<file path="config.mk">
export PLATFORM = sky130hd
export DESIGN_NAME = dvp_apb_regs_mc
export DESIGN_NICKNAME = d
export VERILOG_FILES = /design/src/rtl/dvp_apb_regs_mc.sv
export SDC_FILE = /design/constraint.sdc
export NUM_CORES = 1
export LEC_CHECK = 0
export ABC_CLOCK_PERIOD_IN_PS = 3110
export BUFFER_PORTS_ARGS = -buffer_cell sky130_fd_sc_hd__buf_2
export CORE_MARGIN = 2
export CORE_UTILIZATION = 45
export DETAILED_ROUTE_END_ITERATION = 8
export PLACE_DENSITY_LB_ADDON = 0.25
export SYNTH_ARGS = -nofsm -noshare
export SYNTH_HDL_FRONTEND = slang
export SYNTH_SLANG_ARGS = --single-unit
</file>
<file path="constraint.sdc">
create_clock -name io_ahb_PCLK -period 3.11 [get_ports io_ahb_PCLK]
set_clock_uncertainty 0.2 [all_clocks]
set_input_delay 0 -clock io_ahb_PCLK [delete_from_list [all_inputs] [get_ports io_ahb_PCLK]]
set_output_delay 0 -clock io_ahb_PCLK [all_outputs]
set_load 0.01 [all_outputs]
</file>
<file path="src/rtl/dvp_apb_regs_mc.sv">
// Multi-channel DVP control/status register file on an APB-style bus, with shadowed
// geometry registers, sticky W1C status and frame counters. Define DVP_IRQ_EN for interrupts.
module dvp_apb_regs_mc #(
  parameter int NUM_CH      = 2,
  parameter int ADDR_W      = 6,
  parameter int FCNT_W      = 16,
  parameter int WAIT_STATES = 0
) (
  input  logic                   io_ahb_PCLK,
  input  logic                   io_ahb_PRESETn,
  input  logic [ADDR_W-1:0]      io_ahb_PADDR,
  input  logic                   io_ahb_PSEL,
  input  logic                   io_ahb_PENABLE,
  input  logic                   io_ahb_PWRITE,
  input  logic [31:0]            io_ahb_PWDATA,
  output logic                   io_ahb_PREADY,
  output logic [31:0]            io_ahb_PRDATA,
  output logic                   io_ahb_PSLVERROR,
  input  logic [NUM_CH-1:0]      i_vsync,
  input  logic [NUM_CH-1:0]      i_frame_done,
  input  logic [NUM_CH-1:0]      i_overflow,
  input  logic [NUM_CH-1:0]      i_busy,
  output logic [32*NUM_CH-1:0]   o_cr,
  output logic [32*NUM_CH-1:0]   o_start,
  output logic [32*NUM_CH-1:0]   o_end,
  output logic [32*NUM_CH-1:0]   o_scaler,
  output logic                   o_irq
);

  localparam int               CH_W      = ADDR_W - 3;
  localparam logic [ADDR_W-1:0] GIRQ_ADDR = ADDR_W'(NUM_CH * 8);
  localparam logic [3:0]       WAIT_LOAD = (WAIT_STATES == 0) ? 4'd0 : 4'(WAIT_STATES - 1);

  // Handshake: PSEL&PENABLE is the access phase; PREADY acts as ready and the transfer
  // commits on the edge ending the cycle where PSEL&PENABLE&PREADY are all high.
  logic            access;
  logic            complete;
  logic            wr_en;
  logic            rd_en;
  logic            wait_armed;
  logic [3:0]      wait_cnt;

  assign access           = io_ahb_PSEL & io_ahb_PENABLE;
  assign io_ahb_PREADY    = (WAIT_STATES == 0) || (wait_armed && (wait_cnt == 4'd0));
  assign complete         = access & io_ahb_PREADY;
  assign wr_en            = complete & io_ahb_PWRITE;
  assign rd_en            = complete & ~io_ahb_PWRITE;

  always_ff @(posedge io_ahb_PCLK or negedge io_ahb_PRESETn) begin
    if (!io_ahb_PRESETn) begin
      wait_armed <= 1'b0;
      wait_cnt   <= 4'd0;
    end else if (!io_ahb_PSEL || complete) begin
      wait_armed <= 1'b0;
      wait_cnt   <= 4'd0;
    end else if (access && !wait_armed) begin
      wait_armed <= 1'b1;
      wait_cnt   <= WAIT_LOAD;
    end else if (access && (wait_cnt != 4'd0)) begin
      wait_cnt   <= wait_cnt - 4'd1;
    end
  end

  logic [2:0]      off;
  logic [CH_W-1:0] sel_ch;
  logic            chan_hit;
  logic            girq_hit;

  assign off              = io_ahb_PADDR[2:0];
  assign sel_ch           = io_ahb_PADDR[ADDR_W-1:3];
  assign chan_hit         = io_ahb_PADDR < GIRQ_ADDR;
  assign girq_hit         = io_ahb_PADDR == GIRQ_ADDR;
  assign io_ahb_PSLVERROR = complete & ~(chan_hit | girq_hit);

  logic [NUM_CH-1:0][31:0] ch_rdata;
`ifdef DVP_IRQ_EN
  logic [NUM_CH-1:0]       irq_vec;
`endif

  for (genvar c = 0; c < NUM_CH; c++) begin : g_ch
    logic [31:0]       cr_q;
    logic [31:0]       start_sh;
    logic [31:0]       end_sh;
    logic [31:0]       scl_sh;
    logic [31:0]       start_act;
    logic [31:0]       end_act;
    logic [31:0]       scl_act;
    logic              fd_q;
    logic              ovf_q;
    logic              pend_q;
    logic              vsync_d;
    logic [FCNT_W-1:0] fcnt_q;
    logic              sel;
    logic              vs_rise;
    logic              sh_wr;
    logic              sr_wr;
    logic              cnt_clr;
    logic [31:0]       rdata_c;

    assign sel     = wr_en & chan_hit & (sel_ch == CH_W'(c));
    assign vs_rise = i_vsync[c] & ~vsync_d;
    assign sh_wr   = sel & ((off == 3'd2) | (off == 3'd3) | (off == 3'd4));
    assign sr_wr   = sel & (off == 3'd1);
    assign cnt_clr = sel & (off == 3'd5);

    always_ff @(posedge io_ahb_PCLK or negedge io_ahb_PRESETn) begin
      if (!io_ahb_PRESETn) begin
        cr_q      <= '0;
        start_sh  <= '0;
        end_sh    <= '0;
        scl_sh    <= '0;
        start_act <= '0;
        end_act   <= '0;
        scl_act   <= '0;
        fd_q      <= 1'b0;
        ovf_q     <= 1'b0;
        pend_q    <= 1'b0;
        vsync_d   <= 1'b0;
        fcnt_q    <= '0;
      end else begin
        vsync_d <= i_vsync[c];
        if (sel && (off == 3'd0)) cr_q <= io_ahb_PWDATA;
        // Hardware set wins over a same-edge W1C.
        fd_q  <= i_frame_done[c] | (fd_q & ~(sr_wr & io_ahb_PWDATA[0]));
        ovf_q <= i_overflow[c] | (ovf_q & ~(sr_wr & io_ahb_PWDATA[1]));
        if (i_frame_done[c]) fcnt_q <= cnt_clr ? FCNT_W'(1) : fcnt_q + FCNT_W'(1);
        else if (cnt_clr)    fcnt_q <= '0;
        if (vs_rise && pend_q) begin
          start_act <= start_sh;
          end_act   <= end_sh;
          scl_act   <= scl_sh;
          pend_q    <= 1'b0;
        end
        // A same-edge write re-arms PENDING; the commit above still used the old shadow.
        if (sh_wr) begin
          if (cr_q[0]) pend_q <= 1'b1;
          case (off)
            3'd2: begin
              start_sh <= io_ahb_PWDATA;
              if (!cr_q[0]) start_act <= io_ahb_PWDATA;
            end
            3'd3: begin
              end_sh <= io_ahb_PWDATA;
              if (!cr_q[0]) end_act <= io_ahb_PWDATA;
            end
            default: begin
              scl_sh <= io_ahb_PWDATA;
              if (!cr_q[0]) scl_act <= io_ahb_PWDATA;
            end
          endcase
        end
      end
    end

    always_comb begin
      rdata_c = '0;
      case (off)
        3'd0:    rdata_c = cr_q;
        3'd1:    rdata_c = {28'd0, pend_q, i_busy[c], ovf_q, fd_q};
        3'd2:    rdata_c = start_sh;
        3'd3:    rdata_c = end_sh;
        3'd4:    rdata_c = scl_sh;
        3'd5:    rdata_c = 32'(fcnt_q);
        default: rdata_c = '0;
      endcase
    end

    assign ch_rdata[c]           = rdata_c;
    assign o_cr[32*c +: 32]      = cr_q;
    assign o_start[32*c +: 32]   = start_act;
    assign o_end[32*c +: 32]     = end_act;
    assign o_scaler[32*c +: 32]  = scl_act;
`ifdef DVP_IRQ_EN
    assign irq_vec[c] = (fd_q & cr_q[6]) | (ovf_q & cr_q[7]);
`endif
  end

  logic [31:0] ch_data;
  logic [31:0] girq_word;
  logic [31:0] rdata;

`ifdef DVP_IRQ_EN
  assign girq_word = 32'(irq_vec);

  always_ff @(posedge io_ahb_PCLK or negedge io_ahb_PRESETn) begin
    if (!io_ahb_PRESETn) o_irq <= 1'b0;
    else                 o_irq <= |irq_vec;
  end
`else
  assign girq_word = '0;
  assign o_irq     = 1'b0;
`endif

  always_comb begin
    ch_data = '0;
    for (int i = 0; i < NUM_CH; i++) begin
      if (sel_ch == CH_W'(i)) ch_data = ch_rdata[i];
    end
    rdata = '0;
    if (chan_hit)      rdata = ch_data;
    else if (girq_hit) rdata = girq_word;
    io_ahb_PRDATA = rd_en ? rdata : '0;
  end

endmodule
</file>
Word level (Yosys, flattened, before mapping)
Index checks and enable logic that the tools add are counted.
- bits in registers: 488
- input bits: 51
- output and inout bits: 291
- word-level logic and storage cells: 130
- $add $sub $neg: 2
- order comparisons: 1
- equality and inequality tests: 7
- muxes and demuxes: 42
- bitwise gates (word level): 39
- reductions and logical operators: 15
- operators with widths (kind ; count):
    32-bit 2-to-1 mux ; 28
    32-bit case mux with 6 select lines ; 2
    16-bit 2-to-1 mux ; 6
    16-bit by 1-bit adder with 16-bit output (second input constant) ; 2
    1-bit AND ; 23
    2-bit AND reduction ; 6
    1-bit NOT ; 9
    1-bit OR ; 7
    3-bit by 1-bit == test with 1-bit output (second input constant) ; 2
    3-bit by 2-bit == test with 1-bit output (second input constant) ; 2
    3-bit == test (second input constant) ; 2
    6-bit by 5-bit == test with 1-bit output (second input constant) ; 1
    3-bit logical NOT ; 2
    6-bit by 5-bit < comparator with 1-bit output (second input constant) ; 1
    1-bit 2-to-1 mux ; 6
    1-bit logical AND ; 4
    2-bit nonzero test ; 2
    2-bit OR reduction ; 1

Longest topological paths before layout
Gate-level depths: netlist (run 1).
- depth after elaboration: 9
- gate-level depth with buffers: 8
- depth with buffers taken out: 5

Least setup slack after synthesis (run 1)
No wires, ideal clock.
- path type: register -> register
- from: register g_ch[1].pend_q
- to: register g_ch[1].end_act[22]
- setup time: 125 ps
- arrival: 1682 ps
- data required time: 2785 ps
- path slack: 1103 ps
- cell stages (with the launch flop): 6
- path buffers: 2
- clock period less this slack: 2007 ps
- cell sequence: dfrtp_1 > nand3b_1 > clkbuf_1 > buf_2 > mux2_2 > mux2_2
- cells in the longest elaborated chain, start to end: 5
- RTL lines (what ; RTL line ; text):
    from (decl) ; 90 ; logic pend_q;
    from (signal assigned) ; 117 ; pend_q <= 1'b0;
    from (signal assigned) ; 132 ; pend_q <= 1'b0;
    from (signal assigned) ; 136 ; if (cr_q[0]) pend_q <= 1'b1;
    1-bit logical AND (*) ; 128 ; if (vs_rise && pend_q) begin
    32-bit 2-to-1 mux (*) ; 128 ;
    32-bit 2-to-1 mux ; 144 ; if (!cr_q[0]) end_act <= io_ahb_PWDATA;
    32-bit 2-to-1 mux ; 137 ; case (off)
    32-bit 2-to-1 mux (*) ; 135 ; if (sh_wr) begin
    to (signal assigned) ; 130 ; end_act <= end_sh;
    to (signal assigned) ; 144 ;
    to (decl) ; 86 ; logic [31:0] end_act;
Every way passes the cells marked *; elsewhere a longest branch is shown, timed or not.
A chain may end at the register's enable or synchronous reset.

Worst setup path in the final report (run 1)
- from: input port io_ahb_PADDR[2]
- to: output port io_ahb_PRDATA[11]
- cells in the longest elaborated chain, start to end: 6
- elaborated cells between the ends (all ways): 13
- those cells by class: order compare (1); eq/ne (5); mux (6); reduce/logical (1)
- RTL lines (what ; RTL line ; text):
    from (decl) ; 11 ; input logic [ADDR_W-1:0] io_ahb_PADDR,
    3-bit == test (tied with other cells) ; 157 ; case (off)
    32-bit case mux with 6 select lines ; 157 ;
    32-bit 2-to-1 mux (2 in series) ; 197 ; if (sel_ch == CH_W'(i)) ch_data = ch_rdata[i];
    32-bit 2-to-1 mux (*) ; 200 ; if (chan_hit) rdata = ch_data;
    32-bit 2-to-1 mux (*) ; 202 ; io_ahb_PRDATA = rd_en ? rdata : '0;
    to (decl) ; 17 ; output logic [31:0] io_ahb_PRDATA,
Marks and branches as above.

==> flow_metrics.tcl, run 1 <==
set metrics [dict create \
    viasPerCell 6.00 \
    maxSlewViolCount 0 \
    cts_buffer_depth 3 \
    place_congestion 0.885 \
    critPathBufInv 4 \
    setup_viol 0 \
    die_height_um 233 \
    clock_latency_ns 0.62 \
    drive_above_1_share_pct 37.6 \
    yosys.area.top_type "dfrtp_1" \
    dieArea_sq_um 54300 \
    p_per_area_nw_per_um2 534 \
    cts.sinks 488 \
    placed_area_sq_um 26100 \
    timing.final.crit_share_pct 96.5 \
    timing.slew.headroom_pct 39.5 \
    setup_tns_ns 0 \
    grt_pass1_wl_um 116000 \
    grt_use_met3_pct 6.82 \
    worstRegToRegCells 5 \
    busiest_layer "met2" \
    use_met2_pct 46.0 \
    fin_ws_ns 0.109 \
    drc 0 \
    gr-usage-all-layers_pct 28.6 \
    timing.critical_path.from "io_ahb_PADDR[2]" \
    die_x_um 233 \
    start_kind "primary input" \
    drt_wl_total_um 77800 \
    start_util_pct 45.8 \
    max_freq_mhz 333 \
    netlist_area_sq_um 23600 \
    vdd_drop_max_mv 0.402 \
    synth_top_cells_by_area "dfrtp_1 (52%), mux2_2 (16%), mux2_1 (11%), mux2i_1 (3.7%), a21oi_1 (2.1%)" \
    rsz0062_at_grt "false" \
    nFillCells 4333 \
    syn2layout_area_growth_pct 19.9 \
    cts-htree-levels 2 \
    status "finished, final reports clean" \
    reg2reg_to "g_ch[0].scl_act[12]" \
    fin_area_sq_um 28300 \
    synth_nets 1907 \
    hold_viol 0 \
    dpl.hpwl_um 51600 \
    cp_slowest_stage_delay_ns 0.52 \
    async_reset_ff_share_pct 100 \
    worst_path_dominant_cell_family "buffers and inverters" \
    yosysUniqueCellTypes 61 \
    end_kind "output port" \
    cts_setup_buffers 0 \
    worstMarginPinSlew_ns 0.908 \
    root_buffer "clkbuf_16" \
    worstPathArrival_ns 2.80 \
    use_met1_pct 38.1 \
    wl_per_cell_um 26.8 \
    synth-edff-count 0 \
    ios 342 \
    ys_seq_area_share_pct 51.7 \
    hold_slack_ns 0.0853 \
    synth.most_common_cell "dfrtp_1" \
    maxCapViolCount 0 \
    io_buffers 339 \
    hold_depth 5 \
    cp_max_fo 22 \
    hp-class "primary input to flop" \
    grt_max_degree 106 \
    synth.yosys.warnings 0 \
    crit_chain "dlygate4sd3_1, buf_2, buf_4, nand2b_1, o21ai_1, a21oi_1, nor4_1, buf_2" \
    vias 17400 \
    total_power_mw 15.1 \
    grt_overflow 0 \
    r2r-start "g_ch[0].pend_q" \
    drt_iter0_drc 1440 \
    final_nets 2232 \
    path_class "primary input to output port" \
    hold_end "g_ch[1].scl_act[9]" \
    avgSynthCellArea_sq_um 12.7 \
    synthTopCellsByCount "dfrtp_1 (488), mux2_2 (328), mux2_1 (240)" \
    cpMostUsedCell "buf_2" \
    synthCells 1854 \
    synth_top_area_share_pct 51.7 \
    p_leak_nw 14.9 \
    drtAntennaViolNets 0 \
    cts_made_buffers 53 \
    timing.reg2reg.setup_slack_ns 0.84 \
    min_from "io_ahb_PADDR[1]" \
    cts_tree "yes" \
    grt_antenna_before_repair 8 \
    first_pass_iters 5 \
    cts.clk_slew.worst_paths_ns 0.06 \
    ys_ff_latch 488 \
    required_ns 2.91 \
    coreArea_sq_um 51600 \
    rows 83 \
    cp_slowest_cell "dlygate4sd3_1" \
    synth_flop_cell "dfrtp_1" \
    pre_cts_slack_ns 0.600 \
    grt_pass1_vias 17800 \
    fin_crit_ns 3.00 \
]
[area by class of cell]
type	instances	area, sq um	share of cell area [%]
Clock inverter	21	195	0.689
Timing Repair Buffer	446	2850	10.0
Clock buffer	76	1520	5.38
Tap cell	680	851	3.00
Sequential cell	488	12200	43.1
Multi-Input combinational cell	1185	10700	37.7
Inverter	5	18.8	0.0663
Antenna cell	1	2.50	0.00884
[power by group]
group | total, mW | internal (mW) | leakage (nW) | switching [mW]
clock | 6.28 | 3.65 | 0.861 | 2.64
sequential | 7.18 | 6.75 | 6.67 | 0.427
combinational | 1.66 | 0.719 | 7.41 | 0.939
total | 15.1 | 11.1 | 14.9 | 4.00
[cell families (layout without fill, tap and decap cells)]
| family | after synthesis | count (layout) | synth area share [%] |
|---|---|---|---|
| other | 2 | 3 | 0.0318 |
| adders and majority gates | 2 | 2 | 0.106 |
| DFF | 488 | 488 | 51.7 |
| buffers and inverters | 181 | 548 | 3.42 |
| muxes | 655 | 655 | 30.8 |
| AOI/OAI and AO/OA | 251 | 251 | 6.90 |
| xor gates and xnor gates | 24 | 24 | 0.890 |
| and+or+nand+nor | 251 | 251 | 6.20 |
[worst max path at each step]
stage               cells after the start  slack, ns                   to
global route                            8       0.04    io_ahb_PRDATA[11]
detailed placement                      6       0.60     g_ch[1].cr_q[29]
CTS                                     8       0.13    io_ahb_PRDATA[11]
global placement                        5       0.62     g_ch[1].cr_q[20]
floorplan                               5       1.10  g_ch[1].end_act[22]
finish                                  8       0.11    io_ahb_PRDATA[11]
[registers in the layout, indices dropped and copies added (netlist names), 32 cells and up]
signal and count:
g_ch.cr_q 64, g_ch.end_act 64, g_ch.end_sh 64, g_ch.fcnt_q 32, g_ch.scl_act 64, g_ch.scl_sh 64, g_ch.start_act 64, g_ch.start_sh 64
[worst min-delay path, cell delays in order]
cell,delay (ns)
buf_4,0.29
nor2b_2,0.10
nand2b_2,0.11
nor3_4,0.12
mux2_2,0.24
[placed cells by master, fill, tap and decap left out, drive strengths merged, types with 6 or more instances in the layout]
cell type,synthesis,routed
mux2,568,568
dfrtp,488,488
buf,86,394
a21oi,97,97
mux2i,87,87
clkbuf,90,76
nor4,74,74
a22oi,57,57
dlygate4sd3,0,52
nand2,40,40
and3,30,30
nor2,30,30
o21ai,30,30
nand3,17,17
o211ai,16,16
o221ai,16,16
a221oi,16,16
xnor2,15,15
clkinv,0,15
nand4,12,12
xor2,9,9
nor3,9,9
inv,5,8
nand2b,6,6
or3,6,6
[timing repair]
item / CTS / global route
resized for setup: 0 / 2
hold buffers: 53 / 0
endpoints found under the setup margin: 0 / 2
endpoints found under the hold margin: 973 / 0
[layer usage]
layer  part of all wire, %  vias to the layer above  wire [um]
met2                    47                      712      36900
met1                    41                     9007      32200
met3                   7.9                      153       6170
met5                 0.094                        -         73
li1                      -                     7532          -
met4                   3.1                       12       2450
[through the flow]
step / util (%) / instances
after floorplan: - / 1854
after global placement: 50.5 / 2751
after detailed placement: 50.5 / 2751
after CTS: 54.9 / 2901
after global routing: 54.9 / 2901
final: 54.9 / 2902
(Power assumes the default switching activity.)
==> inputs of run 2 (changes only) <==
ABC_AREA = 1   (was default)
GPL_TIMING_DRIVEN = 0   (was default)
==> run 2 against run 1 <==
Effect of this change: the flow now finishes with violations (negative setup slack); critical endpoint is now io_ahb_PRDATA[15]; combinational power is 13% higher; sequential share of layout area is 0.24 points lower; clock power is 3.3% lower; synthesized cell count is 69% higher; maximum frequency is 5.7% lower; count of clock-buffer cells in the layout stayed put; synthesized area is 0.51% lower; non-clock buffer count is 193 higher; worst setup slack worse by 0.18 ns; highest routed layer unchanged; via count is 42% higher.
==> flow_metrics.tcl, run 2 <==
set metrics [dict create \
    ys_ff_latch 488 \
    worstRegToRegCells 6 \
    pre_cts_slack_ns 0.366 \
    cp_slowest_cell "clkbuf_1" \
    cts_tree "yes" \
    synth.area.mux_share_pct 0 \
    synth_top_cells_by_area "dfrtp_1 (52%), nand2_1 (18%), o21ai_0 (11%), nand3_1 (4.8%), inv_1 (3.4%)" \
    vdd_drop_max_mv 0.353 \
    path_class "primary input to output port" \
    cts_setup_buffers 0 \
    drt_iter0_drc 3146 \
    crit_chain "buf_2, dlygate4sd3_1, inv_2, nand3_2, clkbuf_1, o21ai_0, nor3_1, nor2_1, buf_2" \
    timing.reg2reg.setup_slack_ns 0.52 \
    async_reset_ff_share_pct 100 \
    cp_max_fo 10 \
    dieArea_sq_um 54100 \
    start_kind "primary input" \
    syn2layout_area_growth_pct 21.2 \
    gr-usage-all-layers_pct 36.7 \
    place_congestion 0.981 \
    cp_slowest_stage_delay_ns 0.80 \
    maxSlewViolCount 0 \
    max_freq_mhz 314 \
    maxCapViolCount 0 \
    synthXorXnorAreaFrac_pct 0.0745 \
    yosys.area.top_type "dfrtp_1" \
    root_buffer "clkbuf_16" \
    min_from "io_ahb_PWDATA[1]" \
    violations "negative setup slack" \
    status "complete, but fails checks" \
    netlist_area_sq_um 23500 \
    rsz0062_at_grt "false" \
    drc 0 \
    synthCells 3132 \
    drive_above_1_share_pct 13.4 \
    cts_buffer_depth 3 \
    fin_crit_ns 3.18 \
    grt_pass1_wl_um 146000 \
    worstMarginPinSlew_ns 1.14 \
    ios 342 \
    fin_ws_ns -0.0724 \
    synth-edff-count 0 \
    hold_end "g_ch[1].start_act[1]" \
    cts-htree-levels 2 \
    synth_compound_area_share_pct 12.7 \
    required_ns 2.91 \
    p_leak_nw 14.5 \
    synth.yosys.warnings 0 \
    die_height_um 233 \
    num_antenna_cells 0 \
    synth.most_common_cell "nand2_1" \
    r2r-start "g_ch[1].pend_q" \
    end_kind "output port" \
    avgSynthCellArea_sq_um 7.50 \
    cts.clk_slew.worst_paths_ns 0.06 \
    p_per_area_nw_per_um2 530 \
    synth_top_area_share_pct 52.0 \
    layout_commonest_cell "nand2_1" \
    start_util_pct 45.6 \
    cpMostUsedCell "buf_2" \
    ys_seq_area_share_pct 52.0 \
    grt_overflow 0 \
    die_x_um 233 \
    worstPathArrival_ns 2.98 \
    io_buffers 335 \
    first_pass_iters 9 \
    vias 24800 \
    setup_viol 1 \
    grt_max_degree 114 \
    grt_antenna_before_repair 4 \
    hold_depth 4 \
    dpl.hpwl_um 73800 \
    timing.final.crit_share_pct 102 \
    drtAntennaViolNets 0 \
    drt_wl_total_um 100000 \
    synthSimpleGateAreaFrac_pct 27.7 \
    rows 83 \
    coreArea_sq_um 51500 \
    reg2reg_to "g_ch[1].start_act[29]" \
    synth_flop_cell "dfrtp_1" \
    cts_made_buffers 53 \
    hold_slack_ns 0.0114 \
    final_nets 3652 \
    yosysUniqueCellTypes 29 \
    clock_latency_ns 0.61 \
    cts.sinks 488 \
    synth_top_family_by_area "simple AND/OR/NAND/NOR gates" \
    grt_pass1_vias 23600 \
    synthTopCellsByCount "nand2_1 (1097), o21ai_0 (521), dfrtp_1 (488)" \
    timing.slew.headroom_pct 24.1 \
    synthAdderAreaFrac_pct 0.106 \
    hold_viol 0 \
    hp-class "primary input to flop" \
    viasPerCell 5.76 \
    wl_per_cell_um 23.2 \
    synth_nets 3185 \
    layout_common_cells "nand2_1 (1097), o21ai_0 (521), dfrtp_1 (488)" \
]
run 2: repair_timing:
item / in CTS / in global routing
gates resized for setup: 0 / 3
endpoints found under the setup margin: 0 / 5
endpoints found under the hold margin: 549 / 0
hold buffers: 73 / 0
run 2: final cells by class:
cell class,count,area (sq um)
fillers,5185,23000
well taps,680,851
plain buffers,227,927
clock inverters,10,75.1
clock buffers,76,1510
inverters,219,822
repair buffers,412,2530
multi-input cells,2198,9550
flip-flops and latches,488,12200
run 2: how the worst max path moves through the flow:
stage / startpoint / slack [ns] / endpoint
finish: io_ahb_PADDR[2] / -0.07 / io_ahb_PRDATA[15]
global route: io_ahb_PADDR[5] / 0.001 / g_ch[1].start_act[3]
CTS: io_ahb_PADDR[1] / 0.09 / io_ahb_PRDATA[15]
detailed placement: io_ahb_PADDR[1] / 0.37 / io_ahb_PRDATA[11]
global placement: io_ahb_PRESETn / -8.40 / g_ch[1].scl_act[23]
floorplan: g_ch[0].pend_q / 1.47 / g_ch[0].end_act[1]
run 2: kinds of logic after synthesis:
group	after synthesis
AND/OR/NAND/NOR	1595
other	2
XOR/XNOR	2
flip-flops	488
AO/OA/AOI/OAI	597
buffers and inverters	446
adder cells (fa/ha/maj)	2
run 2: power by group:
group / internal, mW / total, mW / switching [mW]
Clock: 3.41 / 6.07 / 2.66
Sequential: 6.75 / 7.15 / 0.403
Combinational: 0.604 / 1.87 / 1.27
Total: 10.8 / 15.1 / 4.33
run 2: critical path: cells and delay by family:
kind                   cells  cell delay (ns)
buffers and inverters      5             1.96
AOI/OAI and AO/OA          1             0.16
and+or+nand+nor            3             0.84
run 2: metal layers:
metal | up-vias | wire length, um | GRT usage [%]
met2 | 1535 | 43300 | 54.6
met5 | - | 24 | 0
met3 | 355 | 11600 | 9.14
met4 | 4 | 7000 | 23.2
li1 | 11000 | - | -
met1 | 11900 | 38200 | 48.0
run 2: metrics by stage:
| stage | instances | power, mW | TNS (ns) | utilization [%] | instance area, sq um |
|---|---|---|---|---|---|
| after floorplan | 3132 | 8.11 | 0 | - | 23500 |
| after global placement | 4147 | 8.96 | -4066.58 | 50.5 | 26000 |
| after detailed placement | 4151 | 9.00 | 0 | 50.8 | 26200 |
| after CTS | 4310 | 15.0 | 0 | 55.3 | 28500 |
| after global routing | 4310 | 15.6 | 0 | 55.3 | 28500 |
| final | 4310 | 15.1 | -0.0724 | 55.3 | 28500 |
